[config.mk]
export PLATFORM = sky130hd
export DESIGN_NAME = bundle_issue_ctrl_flat
export DESIGN_NICKNAME = d
export VERILOG_FILES = /design/src/rtl/vliw_pkg.sv /design/src/rtl/bundle_issue_ctrl_if.sv /design/src/rtl/bundle_issue_ctrl_issue_slot.sv /design/src/rtl/bundle_issue_ctrl.sv /design/src/flat_wrapper.sv
export SDC_FILE = /design/constraint.sdc
export NUM_CORES = 1
export LEC_CHECK = 0
export CAP_MARGIN = 10
export CORE_AREA = 2 2 196 198
export CTS_CLUSTER_DIAMETER = 30
export DETAILED_ROUTE_END_ITERATION = 10
export DIE_AREA = 0 0 198 200
export HOLD_SLACK_MARGIN = 0.02
export PLACE_DENSITY_LB_ADDON = 0.12
export SLEW_MARGIN = 20
export SYNTH_ARGS = -nofsm -noshare
export SYNTH_HDL_FRONTEND = slang
export SYNTH_SLANG_ARGS = --single-unit
[constraint.sdc]
create_clock -name clk -period 5.3 [get_ports clk]
set_input_delay 1.06 -clock clk [delete_from_list [all_inputs] [get_ports clk]]
set_output_delay 1.06 -clock clk [all_outputs]
set_load 0.02 [all_outputs]
[src/rtl/vliw_pkg.sv]
// Shared VLIW issue types and constants.
// Slot slicing macro picks the 32-bit instruction of slot i from a bundle vector.
`ifndef VLIW_PKG_SV
`define VLIW_PKG_SV
`define VLIW_SLOT(v, i) v[(i)*vliw_pkg::SLOT_W +: vliw_pkg::SLOT_W]

package vliw_pkg;
  localparam int SLOT_W = 32;
  localparam int NUM_FU_DEF = 4;
  localparam int BUNDLE_BYTES_DEF = NUM_FU_DEF * 4;
  localparam int ACK_TIMEOUT_DEF = 15;

  typedef enum logic [1:0] {
    IDLE,
    ISSUE,
    WAIT_DONE,
    RETIRE
  } issue_state_t;
endpackage
`endif

[src/rtl/bundle_issue_ctrl_if.sv]
// Fetch-to-issue bundle handshake.
// Fetch is the master; the issue controller is the slave.
interface bundle_issue_ctrl_if #(
  parameter int NUM_FU = 4
);
  logic                 bundle_valid;
  logic                 bundle_ready;
  logic [63:0]          bundle_addr;
  logic [32*NUM_FU-1:0] bundle_insn;
  logic [NUM_FU-1:0]    slot_mask;

  modport master (
    output bundle_valid, bundle_addr, bundle_insn, slot_mask,
    input  bundle_ready
  );

  modport slave (
    input  bundle_valid, bundle_addr, bundle_insn, slot_mask,
    output bundle_ready
  );
endinterface

[src/rtl/bundle_issue_ctrl_issue_slot.sv]
// One bundle slot: instruction latch, enable bit, acked bit
// and instructionReady strobe for its functional unit.
module issue_slot
  import vliw_pkg::*;
(
  input  logic              clk,
  input  logic              rst,
  input  logic              load,
  input  logic [SLOT_W-1:0] insn_in,
  input  logic              mask_in,
  input  logic              issue,
  input  logic              force_ack,
  input  logic              working,
  output logic [SLOT_W-1:0] instruction,
  output logic              mask,
  output logic              ready,
  output logic              done
);
  logic acked;

  always_ff @(posedge clk) begin
    if (rst) begin
      instruction <= '0;
      mask        <= 1'b0;
      acked       <= 1'b0;
    end else if (load) begin
      instruction <= insn_in;
      mask        <= mask_in;
      acked       <= 1'b0;
    end else if (issue) begin
      if (force_ack)
        acked <= mask;
      else if (mask && working)
        acked <= 1'b1;
    end
  end

  assign ready = issue && mask && !acked;
  // done counts this cycle's working sample so ISSUE exits on the ack edge
  assign done = !mask || acked || working;
endmodule

[src/rtl/bundle_issue_ctrl.sv]
// Bundle issue sequencer: issues enabled slots, waits for retire,
// publishes the next fetch address and tracks ack timeouts.
module bundle_issue_ctrl
  import vliw_pkg::*;
#(
  parameter int NUM_FU = NUM_FU_DEF,
  parameter int BUNDLE_BYTES = BUNDLE_BYTES_DEF,
  parameter int ACK_TIMEOUT = ACK_TIMEOUT_DEF
)(
  input  logic                     clk,
  input  logic                     rst,
  bundle_issue_ctrl_if.slave       bus,
  output logic [SLOT_W*NUM_FU-1:0] fu_instruction,
  output logic [63:0]              fu_bundle_addr,
  output logic [NUM_FU-1:0]        fu_instruction_ready,
  input  logic [NUM_FU-1:0]        fu_working,
  output logic [NUM_FU-1:0]        fu_stall,
  input  logic                     ext_stall,
  output logic [63:0]              next_addr,
  output logic                     next_addr_valid,
  output logic                     issue_timeout,
  output logic [31:0]              retired_count
);
  localparam int CW = $clog2(ACK_TIMEOUT + 1);

  issue_state_t      state, state_n;
  logic [CW-1:0]     cnt;
  logic [63:0]       addr_q;
  logic [NUM_FU-1:0] mask, done;
  logic              accept, issue, timeout_hit;

  assign fu_stall        = {NUM_FU{ext_stall}};
  assign bus.bundle_ready = (state == IDLE) && !ext_stall && !rst;
  assign accept          = bus.bundle_valid && bus.bundle_ready;
  assign issue           = (state == ISSUE) && !ext_stall;
  assign next_addr_valid = (state == RETIRE) && !ext_stall;
  assign fu_bundle_addr  = addr_q;

  for (genvar g = 0; g < NUM_FU; g++) begin : g_slot
    issue_slot u_slot (
      .clk         (clk),
      .rst         (rst),
      .load        (accept),
      .insn_in     (`VLIW_SLOT(bus.bundle_insn, g)),
      .mask_in     (bus.slot_mask[g]),
      .issue       (issue),
      .force_ack   (timeout_hit),
      .working     (fu_working[g]),
      .instruction (`VLIW_SLOT(fu_instruction, g)),
      .mask        (mask[g]),
      .ready       (fu_instruction_ready[g]),
      .done        (done[g])
    );
  end

  always_comb begin
    state_n     = state;
    timeout_hit = 1'b0;
    if (!ext_stall) begin
      unique case (state)
        IDLE:
          if (accept)
            state_n = (|bus.slot_mask) ? ISSUE : RETIRE;
        ISSUE:
          if (&done) begin
            state_n = WAIT_DONE;
          end else if (cnt == CW'(ACK_TIMEOUT - 1)) begin
            timeout_hit = 1'b1;
            state_n     = WAIT_DONE;
          end
        WAIT_DONE:
          if ((fu_working & mask) == '0)
            state_n = RETIRE;
        RETIRE:
          state_n = IDLE;
      endcase
    end
  end

  always_ff @(posedge clk) begin
    if (rst) begin
      state         <= IDLE;
      cnt           <= '0;
      addr_q        <= '0;
      next_addr     <= '0;
      issue_timeout <= 1'b0;
      retired_count <= '0;
    end else begin
      state <= state_n;
      if (accept) begin
        addr_q <= bus.bundle_addr;
        cnt    <= '0;
      end else if (issue) begin
        cnt <= cnt + 1'b1;
      end
      if (timeout_hit)
        issue_timeout <= 1'b1;
      // zero-mask bundles retire before addr_q is visible
      if (state_n == RETIRE && state != RETIRE)
        next_addr <= ((state == IDLE) ? bus.bundle_addr : addr_q)
                     + 64'(BUNDLE_BYTES);
      if (next_addr_valid)
        retired_count <= retired_count + 32'd1;
    end
  end
endmodule

[src/flat_wrapper.sv]
// flat-port wrapper written by rule: the top's interface ports become plain ports
module bundle_issue_ctrl_flat import vliw_pkg::*;
#(
  parameter int NUM_FU = NUM_FU_DEF,
  parameter int BUNDLE_BYTES = BUNDLE_BYTES_DEF,
  parameter int ACK_TIMEOUT = ACK_TIMEOUT_DEF
)
  (clk, rst, fu_instruction, fu_bundle_addr, fu_instruction_ready, fu_working, fu_stall, ext_stall, next_addr, next_addr_valid, issue_timeout, retired_count, bus_bundle_valid, bus_bundle_addr, bus_bundle_insn, bus_slot_mask, bus_bundle_ready);
  bundle_issue_ctrl_if #(.NUM_FU(NUM_FU)) bus_i ();
  input  logic clk;
  input  logic rst;
  output logic [SLOT_W*NUM_FU-1:0] fu_instruction;
  output logic [63:0] fu_bundle_addr;
  output logic [NUM_FU-1:0] fu_instruction_ready;
  input  logic [NUM_FU-1:0] fu_working;
  output logic [NUM_FU-1:0] fu_stall;
  input  logic ext_stall;
  output logic [63:0] next_addr;
  output logic next_addr_valid;
  output logic issue_timeout;
  output logic [31:0] retired_count;
  input wire logic [$bits(bus_i.bundle_valid)-1:0] bus_bundle_valid;
  input wire logic [$bits(bus_i.bundle_addr)-1:0] bus_bundle_addr;
  input wire logic [$bits(bus_i.bundle_insn)-1:0] bus_bundle_insn;
  input wire logic [$bits(bus_i.slot_mask)-1:0] bus_slot_mask;
  output wire logic [$bits(bus_i.bundle_ready)-1:0] bus_bundle_ready;
  assign bus_i.bundle_valid = bus_bundle_valid;
  assign bus_i.bundle_addr = bus_bundle_addr;
  assign bus_i.bundle_insn = bus_bundle_insn;
  assign bus_i.slot_mask = bus_slot_mask;
  assign bus_bundle_ready = bus_i.bundle_ready;
  bundle_issue_ctrl #(.NUM_FU(NUM_FU), .BUNDLE_BYTES(BUNDLE_BYTES), .ACK_TIMEOUT(ACK_TIMEOUT)) u_core (.clk(clk), .rst(rst), .bus(bus_i), .fu_instruction(fu_instruction), .fu_bundle_addr(fu_bundle_addr), .fu_instruction_ready(fu_instruction_ready), .fu_working(fu_working), .fu_stall(fu_stall), .ext_stall(ext_stall), .next_addr(next_addr), .next_addr_valid(next_addr_valid), .issue_timeout(issue_timeout), .retired_count(retired_count));
endmodule
Word level (Yosys, flattened, before mapping)
Cells that the tools add are included.
- register bits: 303
- latch bits: 0
- RAM bits: 0
- bits in read-only memories: 0
- bits of input ports: 204
- output and inout port bits: 299
- logic and storage cells: 97
- memories: 0
- add/subtract/negate cells: 3
- $mul: 0
- div/mod/pow operators: 0
- $lt $le $gt $ge: 0
- eq/ne operators: 6
- shift-type cells: 0
- muxes and demuxes: 20
- bitwise logic cells: 1
- reduce and logical (&&, ||, !) cells: 49
- operator list (operator ; number):
    64-bit by 5-bit adder with 64-bit output (second input constant) ; 1
    64-bit 2-to-1 mux ; 1
    32-bit by 1-bit adder with 32-bit output (second input constant) ; 1
    1-bit logical AND ; 18
    1-bit 2-to-1 mux ; 12
    2-bit 2-to-1 mux ; 6
    1-bit logical NOT ; 10
    1-bit logical OR ; 8
    2-bit one-hot mux with 4 select lines ; 1
    2-bit AND reduction ; 4
    2-bit nonzero test ; 4
    2-bit equality test (second input constant) ; 3
    4-bit by 1-bit adder with 4-bit output (second input constant) ; 1
    4-bit bitwise AND ; 1
    4-bit equality test (second input constant) ; 1
    4-bit logical NOT ; 1
    4-bit AND reduction ; 1
    4-bit OR reduction ; 1
    2-bit by 1-bit equality test with 1-bit output (second input constant) ; 1
    2-bit logical NOT ; 1
    2-bit != test (second input constant) ; 1
    2-bit OR reduction ; 1

Longest topological paths before layout
- depth in word-level cells: 9
- gate-level depth with buffers: 18

By module
From an unflattened synthesis, not the netlist that was laid out.
- cells, all modules: 1629
- area, all modules: 14357.5 µm²
- by module, submodules not included (module ; instances ; cells an instance ; area an instance (µm²)):
    bundle_issue_ctrl ; 1 ; 1177 ; 9227.6
    issue_slot ; 4 ; 113 ; 1282.5

Worst setup path before layout
No wires, ideal clock.
- kind: flip-flop to flip-flop
- start: register u_core.state[0]
- end: register u_core.next_addr[32]
- setup time: 0.132 ns
- data arrival time: 3.450 ns
- data required time: 5.168 ns
- slack: 1.718 ns
- stages on the path, launching flop included: 19
- period minus slack after synthesis: 3.582 ns
- cell sequence: dfxtp_1 -> buf_4 -> buf_6 -> buf_6 -> buf_4 -> nor2_4 -> buf_2 -> buf_2 -> buf_2 -> nand2_1 -> nand2_1 -> ha_1 -> nand3_1 -> o22ai_1 -> clkbuf_1 -> nand2_1 -> or4_1 -> nand3_1 -> a21oi_1
- cells in the longest elaborated chain, start to end: 9
- ends and longest elaborated chain (what ; RTL line ; text):
    start: declaration ; bundle_issue_ctrl.sv:26 ; issue_state_t state, state_n;
    start signal: assignment ; bundle_issue_ctrl.sv:89 ; state <= state_n;
    parallel branches: the longest is 9 deep, another holds 64-bit by 5-bit adder with 64-bit output ; n/a ;
    end signal: assignment ; bundle_issue_ctrl.sv:100 ; next_addr <= ((state == IDLE) ? bus.bundle_addr : addr_q)
    end: declaration ; bundle_issue_ctrl.sv:19 ; output logic [63:0] next_addr,
Parallel ways; which one is timed is not known.
A chain may end at the register's enable or synchronous reset.

Worst setup path after layout
- start: input ext_stall
- end: output fu_instruction_ready[2]
- cells in the longest elaborated chain, start to end: 4
- ends and longest elaborated chain (what ; RTL line ; text):
    start: declaration ; flat_wrapper.sv:17 ; input logic ext_stall;
    1-bit logical NOT ; bundle_issue_ctrl.sv:35 ; assign issue = (state == ISSUE) && !ext_stall;
    1-bit logical AND ; bundle_issue_ctrl.sv:35 ;
    1-bit logical AND (2 in a row) ; bundle_issue_ctrl_issue_slot.sv:38 ; assign ready = issue && mask && !acked;
    end: declaration ; flat_wrapper.sv:14 ; output logic [NUM_FU-1:0] fu_instruction_ready;
No other way between the ends.

==> run metrics <==
xor/xnor share of the synthesized area=0.0323; CTS buffer count=83; post-synth top area cell=dfxtp_1; CTS tree=built; Hold/Removal Path Class=flop to flop; Worst-Margin Slew=1130 ps; Post-Syn Nets=2038; row count=71; reg2reg path depth=11; Ys Warns=0; setup bufs post-CTS=0; Top Usage Layer GRT=met2; DRC Markers=0; max_cap viols=0; Mapped Avg Cell Area=7.84 um2; Critical Path Start Type=primary input; Max clock buf depth=3; Post-CTS Hold Buffers=0; Async SR Flop Fraction=0; pre-CTS WS=971 ps; critical path class=primary input to output pin; # nets final=2501; PostCTS Resize Cnt=0; vias=15400; drt first pass iters=5; met3 usage=0.0793; post-route ant nets=0; antenna violations before repair=1; Setup TNS Final=0 ps; capturing point of the worst reg2reg path=u_core.next_addr[60]; largest family of logic cells by synthesized area=simple AND/OR/NAND/NOR gates; r2r setup slk=1430 ps; final worst-path cycle share=0.821; GRT Total Usage=0.265; Sink Count=303; placed cell count=2719; f_max=230 MHz; CTS Root Cell=clkbuf_16; VDD IR max=0.319 mV; post-synthesis sequential area ratio=0.423; Setup crit end=fu_instruction_ready[2]; PD cells=368 nW/um2; Pleak=0.00796 uW; die area=39600 um2; worst r2r src=u_core.state[1]; Critical Path End Type=output pin; most frequent cells after synthesis=528 x nand2_1, 303 x dfxtp_1, 228 x a21oi_1; WL per Instance=18.9 um; grt total ovfl=0; Slew Viols, Final=0; register bit total from synthesis=303; Ports=503; HPWL after DPL=38.4 mm; top cells by area, synth=dfxtp_1 42%, nand2_1 14%, a21oi_1 8.0%, mux2i_1 3.1%, nand3_1 2.3%; die height=200 um; Arr. time, crit path=3290 ps; Synth Area in Compound Gates=0.164; RSZ-0062 raised after global routing=false; Worst Setup SP=ext_stall; adder-cell share of the synthesized area=0.00349; layout cells sized above 1=0.0801; port bufs=502; clock latency on the worst-skew pair=580 ps; routability congestion estimate=0.901; WL final=54.3 mm; Synth top area share=0.423; Mapped Area=14400 um2; Post-Synth Simple-Gate Area=0.297; Tmin final=4350 ps; vias in the first global route=14700; area growth from synthesis to layout=56.0%; die width=198 um; top-count cell post-synth=nand2_1; number of synthesized flops with an enable pin=0; largest net degree at the start of global routing=137; Worst Skew=26.3 ps; Rel. slew slack=0.249; setup ws final=949 ps; Final Hold Viols=0; final setup vio count=0; first-pass GRT wire length=82.6 mm; result of the run=finished, final reports clean; Initial Util=0.384; Vias/cell=5.34; mux share of post-synthesis cell area=0.0346; Non-Filler Instances=2873; htree depth=3; post-synth cell types=70; GR Util met2=0.422; Worst EP required=4240 ps; top_reg_cell synth=dfxtp_1; Core Region=37400 um2; Gate Count Post-Synth=1830; Clk pin slew, worst setup/hold paths=40 ps; GRT met1 Usage=0.338; drt initial violations=1143; maximum net fanout on the critical path=13
-- logic make-up (layout without fill, tap and decap cells) --
family	Yosys count	count (layout)
mux	49	49
other cells	0	1
fa+ha+maj	4	4
buf+inv	148	679
simple gates	882	882
compound gates	391	391
xor+xnor	53	53
flops	303	303
-- where the power goes --
part	leakage (uW)	internal (uW)	switching (uW)	total, uW
clock network	0.00139	3540	1460	5000
logic	0.00412	374	449	823
registers	0.00245	2350	61.0	2410
total	0.00796	6260	1970	8240
-- layer usage --
metal,part of all wire,vias to the layer above
met2,0.46,573
li1,-,7406
met5,0,-
met4,0.031,0
met3,0.086,96
met1,0.42,7277
-- worst max-delay path, stage by stage --
cell             delay, ps
clkdlybuf4s50_1        730
nand3b_1               520
nor3b_1                320
clkdlybuf4s50_1        650
-- state kept, by name, summed over array words and instances (netlist names) --
signal / cells
u_core.retired_count: 32
u_core.g_slot.u_slot.mask: 4
u_core.g_slot.u_slot.acked: 4
u_core.cnt: 4
u_core.state: 2
u_core.fu_bundle_addr: 64
u_core.g_slot.u_slot.instruction: 128
u_core.next_addr: 64
u_core.issue_timeout: 1
-- how the worst min path moves through the flow --
stage	from	to	cells after the start
2_1_floorplan	u_core.g_slot[3].u_slot.mask	u_core.g_slot[3].u_slot.mask	2
3_3_place_gp	u_core.g_slot[1].u_slot.instruction[4]	u_core.g_slot[1].u_slot.instruction[4]	2
3_5_place_dp	u_core.g_slot[3].u_slot.instruction[30]	u_core.g_slot[3].u_slot.instruction[30]	2
4_1_cts	u_core.g_slot[0].u_slot.instruction[23]	u_core.g_slot[0].u_slot.instruction[23]	2
5_1_grt	u_core.g_slot[0].u_slot.instruction[12]	u_core.g_slot[0].u_slot.instruction[12]	2
6_report	u_core.g_slot[0].u_slot.instruction[25]	u_core.g_slot[0].u_slot.instruction[25]	2
-- metrics by stage --
step                instance area (um2)  total power, uW  hold WS [ps]  utilization
global placement                  19600             3260           441        0.523
floorplan                         14400             2860           465            -
finish                            22400             8240           450        0.599
CTS                               22400             8300           452        0.599
detailed placement                19600             3270           446        0.523
global route                      22400             8520           467        0.599
-- area by class of cell --
cell class                 instances  area [um2]
sequential                       303        6070
multi-input combinational       1379        7660
clock inverter                    37         483
tap                              511         639
clock buffer                     116        2340
inverter                           7        26.3
fill                            3330       15000
timing repair buffer             519        5170
antenna                            1        2.50
-- cells in the final DEF, fill, tap and decap left out, types with 10 or more instances in the layout --
master / Yosys / routed
or4bb_1: 18 / 18
clkbuf_16: 0 / 84
nand2_1: 528 / 527
a22oi_1: 26 / 26
nand4_1: 38 / 38
and3_1: 24 / 23
o211ai_1: 42 / 42
bufinv_16: 0 / 10
buf_4: 14 / 16
clkbuf_8: 0 / 12
and4_1: 12 / 12
xor2_1: 35 / 35
nor3_1: 10 / 10
or4_1: 12 / 12
a222oi_1: 10 / 10
xnor2_1: 18 / 18
clkdlybuf4s50_1: 0 / 501
o21ai_0: 34 / 34
nor2_1: 72 / 71
nor3b_1: 11 / 10
nor4_1: 17 / 17
nand4bb_1: 18 / 18
clkinv_2: 0 / 18
and2_1: 10 / 10
clkbuf_1: 83 / 20
a21oi_1: 228 / 228
dfxtp_1: 303 / 301
mux2i_1: 44 / 44
nand3_1: 67 / 66
Power figures use the tool's default switching activity.
